[src/rtl/ram_arbiter.sv]
// Round-robin arbiter sharing one byte-wide RAM between the CPU data port (A) and a loader/debug port (B).
// Optional WAIT-state timeout with per-port error flags when RAM_ARB_TIMEOUT_EN is defined.
module ram_arbiter #(
   parameter int ADDR_W         = 16,
   parameter int DATA_W         = 8,
   parameter int TIMEOUT_CYCLES = 255
) (
   input  logic              i_clk,
   input  logic              i_rst,
   input  logic [ADDR_W-1:0] i_a_addr,
   input  logic [DATA_W-1:0] i_a_wdata,
   input  logic              i_a_read,
   input  logic              i_a_write,
   output logic [DATA_W-1:0] o_a_rdata,
   output logic              o_a_done,
   input  logic [ADDR_W-1:0] i_b_addr,
   input  logic [DATA_W-1:0] i_b_wdata,
   input  logic              i_b_read,
   input  logic              i_b_write,
   output logic [DATA_W-1:0] o_b_rdata,
   output logic              o_b_done,
`ifdef RAM_ARB_TIMEOUT_EN
   output logic              o_a_err,
   output logic              o_b_err,
`endif
   output logic [ADDR_W-1:0] o_mem_addr,
   output logic [DATA_W-1:0] o_mem_wdata,
   output logic              o_mem_read,
   output logic              o_mem_write,
   input  logic [DATA_W-1:0] i_mem_rdata,
   input  logic              i_mem_done
);

   typedef enum logic [1:0] {IDLE, ISSUE, WAIT} state_t;

   localparam int CNT_W = ($clog2(TIMEOUT_CYCLES + 1) > 8) ? $clog2(TIMEOUT_CYCLES + 1) : 8;

   if (TIMEOUT_CYCLES < 1) begin : g_bad_timeout
      $error("TIMEOUT_CYCLES must be at least 1");
   end

   state_t            state;
   logic [1:0]        rd_stb, wr_stb, pend, clr;
   logic [ADDR_W-1:0] addr_in   [2];
   logic [DATA_W-1:0] wdata_in  [2];
   logic [ADDR_W-1:0] req_addr  [2];
   logic [DATA_W-1:0] req_wdata [2];
   logic [1:0]        req_wr;
   logic              gnt, last_grant, mem_wr_q, pick, finish, tmo;

   assign rd_stb      = {i_b_read, i_a_read};
   assign wr_stb      = {i_b_write, i_a_write};
   assign addr_in[0]  = i_a_addr;
   assign addr_in[1]  = i_b_addr;
   assign wdata_in[0] = i_a_wdata;
   assign wdata_in[1] = i_b_wdata;

   // On a tie the port that was not served last wins, so B never waits behind two A transactions.
   assign pick   = (pend == 2'b11) ? ~last_grant : pend[1];
   assign finish = (state == WAIT) && (i_mem_done || tmo);
   assign clr    = {finish && gnt, finish && !gnt};

`ifdef RAM_ARB_TIMEOUT_EN
   logic [CNT_W-1:0] cnt;
   assign tmo = !i_mem_done && (cnt == CNT_W'(TIMEOUT_CYCLES - 1));
`else
   assign tmo = 1'b0;
`endif

   // A strobe landing on the completion cycle is accepted: set beats clear.
   always_ff @(posedge i_clk or posedge i_rst) begin
      if (i_rst) begin
         pend   <= '0;
         req_wr <= '0;
         for (int p = 0; p < 2; p++) begin
            req_addr[p]  <= '0;
            req_wdata[p] <= '0;
         end
      end else begin
         for (int p = 0; p < 2; p++) begin
            if ((rd_stb[p] || wr_stb[p]) && (!pend[p] || clr[p])) begin
               pend[p]      <= 1'b1;
               req_addr[p]  <= addr_in[p];
               req_wdata[p] <= wdata_in[p];
               req_wr[p]    <= wr_stb[p];
            end else if (clr[p]) begin
               pend[p] <= 1'b0;
            end
         end
      end
   end

   always_ff @(posedge i_clk or posedge i_rst) begin
      if (i_rst) begin
         state       <= IDLE;
         gnt         <= 1'b0;
         last_grant  <= 1'b1;
         mem_wr_q    <= 1'b0;
         o_mem_addr  <= '0;
         o_mem_wdata <= '0;
         o_mem_read  <= 1'b0;
         o_mem_write <= 1'b0;
         o_a_rdata   <= '0;
         o_b_rdata   <= '0;
         o_a_done    <= 1'b0;
         o_b_done    <= 1'b0;
`ifdef RAM_ARB_TIMEOUT_EN
         o_a_err     <= 1'b0;
         o_b_err     <= 1'b0;
         cnt         <= '0;
`endif
      end else begin
         o_a_done <= 1'b0;
         o_b_done <= 1'b0;
         case (state)
            IDLE: begin
               if (|pend) begin
                  gnt         <= pick;
                  o_mem_addr  <= req_addr[pick];
                  o_mem_wdata <= req_wdata[pick];
                  mem_wr_q    <= req_wr[pick];
                  o_mem_write <= req_wr[pick];
                  o_mem_read  <= !req_wr[pick];
                  state       <= ISSUE;
               end
            end
            ISSUE: begin
               o_mem_read  <= 1'b0;
               o_mem_write <= 1'b0;
`ifdef RAM_ARB_TIMEOUT_EN
               cnt         <= '0;
`endif
               state       <= WAIT;
            end
            WAIT: begin
               if (finish) begin
                  last_grant <= gnt;
                  state      <= IDLE;
                  if (!gnt) begin
                     o_a_done <= 1'b1;
                     if (tmo)            o_a_rdata <= '1;
                     else if (!mem_wr_q) o_a_rdata <= i_mem_rdata;
`ifdef RAM_ARB_TIMEOUT_EN
                     o_a_err  <= tmo;
`endif
                  end else begin
                     o_b_done <= 1'b1;
                     if (tmo)            o_b_rdata <= '1;
                     else if (!mem_wr_q) o_b_rdata <= i_mem_rdata;
`ifdef RAM_ARB_TIMEOUT_EN
                     o_b_err  <= tmo;
`endif
                  end
               end
`ifdef RAM_ARB_TIMEOUT_EN
               else begin
                  cnt <= cnt + 1'b1;
               end
`endif
            end
            default: state <= IDLE;
         endcase
      end
   end

endmodule

[config.mk]
export PLATFORM = sky130hd
export DESIGN_NAME = ram_arbiter
export DESIGN_NICKNAME = d
export VERILOG_FILES = /design/src/rtl/ram_arbiter.sv
export SDC_FILE = /design/constraint.sdc
export NUM_CORES = 1
export LEC_CHECK = 0
export ABC_AREA = 0
export BUFFER_PORTS_ARGS = -buffer_cell sky130_fd_sc_hd__buf_2
export CAP_MARGIN = 20
export CORE_UTILIZATION = 45
export CTS_CLUSTER_DIAMETER = 30
export CTS_CLUSTER_SIZE = 28
export DETAILED_ROUTE_END_ITERATION = 8
export PLACE_DENSITY = 0.75
export SETUP_SLACK_MARGIN = 0.15
export SYNTH_ARGS = -nofsm -noshare
export SYNTH_HDL_FRONTEND = slang
export SYNTH_SLANG_ARGS = --single-unit
[constraint.sdc]
create_clock -name i_clk -period 3.81 [get_ports i_clk]
set_input_delay 0.762 -clock i_clk [delete_from_list [all_inputs] [get_ports i_clk]]
set_output_delay 0.762 -clock i_clk [all_outputs]
set_load 0.01 [all_outputs]
==> summary.txt <==
Initial Utilization - 47.4%
Post-synth EDFFs - 0
Slew margin rel. - 32.3%
Peak supply drop - 339 uV
Vias post-DR - 2442
Synthesis-stage register bit count - 101
Drt total wl - 8.09 mm
GPL Wtd Cong - 0.707
Chip Width - 98.8 um
WL/cell - 16.8 um
Largest net degree at the start of global routing - 68
Worst EP arrival - 2.42 ns
Clk_lat worst skew - 0.36 ns
Vias per Instance - 5.06
Unrepaired setup endpoints after global routing - false
Vias in the first global route - 2584
CTS Root Cell - clkbuf_8
Final setup violating endpoints - 0
Synth Area in Compound Gates - 2.41%
Setup bufs post-CTS - 0
Worst clock skew - 0.0125 ns
# hold bufs at CTS - 0
Total negative slack - 0 ns
Cells after Synth - 259
Antenna Cells - 0
Mux cell area share after synthesis - 31.9%
Largest fanout on the critical path - 20
Setup Crit Path Kind - flip-flop to flip-flop
Async SR Flop Fraction - 100%
Clock Tree Buf Depth - 2
# IOs - 107
Final net count - 433
Fraction of layout instances using a drive strength above 1 - 66.4%
Post-Synthesis Cell Area - 0.00421 mm^2
Initial drt markers - 42
Area leader, netlist - dfrtp_1
Place WS - 1.36 ns
Adder-cell share of the synthesized area - 0%
Pwr Density - 856 mW/mm^2
Htree depth - 3
Die height - 98.8 um
GRT Total Usage - 17.8%
Leakage - 2.40 nW
Synth Flop Type - dfrtp_1
Startpoint types - flip-flop
Status - complete, no violations
Die ar. - 0.00975 mm^2
CTS tree - built
Global route overflow - 0
Reg clk slew, reported paths - 0.10 ns
Remaining DRCs - 0
Worst slew pin tran - 1.01 ns
Antenna Nets Post-Route - 0
First-pass GRT wire length - 13.2 mm
Port bufs - 106
Layout area overhead - 19.3%
Fmax - 460 MHz
Sequential share of the synthesized area - 60.0%
Post-Synth XOR/XNOR Area - 0%
Synth cell types - 23
HP Class - flip-flop to flip-flop
Synthesized net count - 322
# rows - 34
Post-Synth Simple-Gate Area - 2.67%
Post-Syn Area per Cell - 16.3 um^2
Final period util - 57.0%
Fin util - 56.5%
Setup ws final - 1.64 ns
Worst endpoint required time - 4.06 ns
Number of max-cap violations - 0
Synth warn - 0
Ranking of synthesized cells by area - dfrtp_1 (59%), mux2_2 (28%), mux2_4 (2.9%)
Total clock sinks - 101
Worst setup EP type - flip-flop
Core area - 0.00889 mm^2
Initial antenna violation count - 0
DP Wirelength - 5.59 mm
Yosys top cell area share - 59.4%
Resized Gates After CTS - 0
Final Hold Fails - 0
Final slew viol count - 0
Fillers - 769
Largest family of logic cells by synthesized area - multiplexers
Tmin final - 2.17 ns
Router iterations before antenna repair - 4
CTS Buf Count - 9
[cells in the final DEF, fill, tap and decap left out]
| cell | n |
|---|---|
| a22o_1 | 2 |
| buf_4 | 3 |
| clkbuf_1 | 1 |
| a21oi_4 | 2 |
| clkinv_2 | 2 |
| nand2_1 | 6 |
| dfrtp_1 | 100 |
| nand4bb_4 | 1 |
| o21ai_0 | 4 |
| a211oi_4 | 1 |
| clkbuf_8 | 9 |
| inv_1 | 5 |
| inv_2 | 1 |
| a21boi_4 | 1 |
| dfstp_2 | 1 |
| nand4b_4 | 1 |
| and2_1 | 1 |
| buf_2 | 106 |
| bufinv_16 | 2 |
| nor2_1 | 2 |
| inv_4 | 1 |
| mux2i_1 | 3 |
| nor2_2 | 2 |
| mux2_4 | 8 |
| mux2_2 | 106 |
| clkinv_4 | 2 |
| nand2b_1 | 2 |
[state kept, by name, indices dropped and copies added, names as in the netlist]
signal       flops
gnt              1
last_grant       1
mem_wr_q         1
o_a_done         1
o_a_rdata        8
o_b_done         1
o_b_rdata        8
o_mem_addr      16
o_mem_read       1
o_mem_wdata      8
o_mem_write      1
pend             2
req_addr        32
req_wdata       16
req_wr           2
state            2
[synthesized netlist by cell type (2+ instances only)]
cell type	count
nand2_1	6
nor2_2	2
mux2_4	8
mux2i_1	3
o21ai_0	4
a22o_1	2
inv_1	6
mux2_2	106
nor2_1	2
a21oi_4	2
dfrtp_1	100
buf_6	6
nand2b_1	2
[metal layers]
layer | GRT usage, % | up-vias | wire (um)
li1 | - | 1142 | -
met1 | 23.2 | 1233 | 3630
met2 | 30.0 | 63 | 4070
met3 | 4.61 | 4 | 321
met4 | 4.48 | 0 | 72
met5 | 0 | - | 0
[final timing paths]
path	endpoint	startpoint	slack (ns)	depth (start not counted)
worst max-delay path	o_mem_addr[12]	pend[0]	1.64	4
worst min-delay path	req_addr[29]	req_addr[29]	0.51	1
worst max register to register	o_mem_addr[12]	pend[0]	1.64	4
worst min register to register	req_addr[29]	req_addr[29]	0.51	1
max in group asynchronous	req_addr[26]	i_rst	2.48	3
min in group asynchronous	o_mem_addr[3]	i_rst	0.56	2
[critical path, cell delays in order (launching register included)]
cell      delay [ns]
dfrtp_1         0.49
inv_2           0.09
a211oi_4        0.65
buf_4           0.44
mux2_2          0.38
[where the power goes]
group	leakage (nW)	internal (mW)	switching, mW
sequential	1.20	1.61	0.284
clock	0.110	0.371	0.360
combinational	1.09	1.01	0.666
[area by class of cell]
type | count | area (um^2) | area share, %
Clock buffer | 10 | 128 | 2.54
Clock inverter | 6 | 87.6 | 1.74
Inverter | 7 | 28.8 | 0.573
Multi-Input combinational cell | 142 | 1570 | 31.1
Sequential cell | 101 | 2530 | 50.3
Tap cell | 108 | 135 | 2.69
Timing Repair Buffer | 109 | 553 | 11.0
[cell families after synthesis]
group | Yosys count
buffers and inverters | 16
AND/OR/NAND/NOR | 15
flip-flops | 101
multiplexers | 117
AO/OA/AOI/OAI | 10
[through the flow]
| step | hold slack, ns | cells | cell area (um^2) | power (mW) |
|---|---|---|---|---|
| 2_1_floorplan | 0.465 | 259 | 4210 | 3.16 |
| 3_3_place_gp | 0.484 | 467 | 4810 | 3.54 |
| 3_5_place_dp | 0.487 | 467 | 4810 | 3.62 |
| 4_1_cts | 0.513 | 483 | 5030 | 4.36 |
| 5_1_grt | 0.525 | 483 | 5030 | 4.59 |
| 6_report | 0.509 | 483 | 5030 | 4.30 |
(Power assumes the default switching activity.)
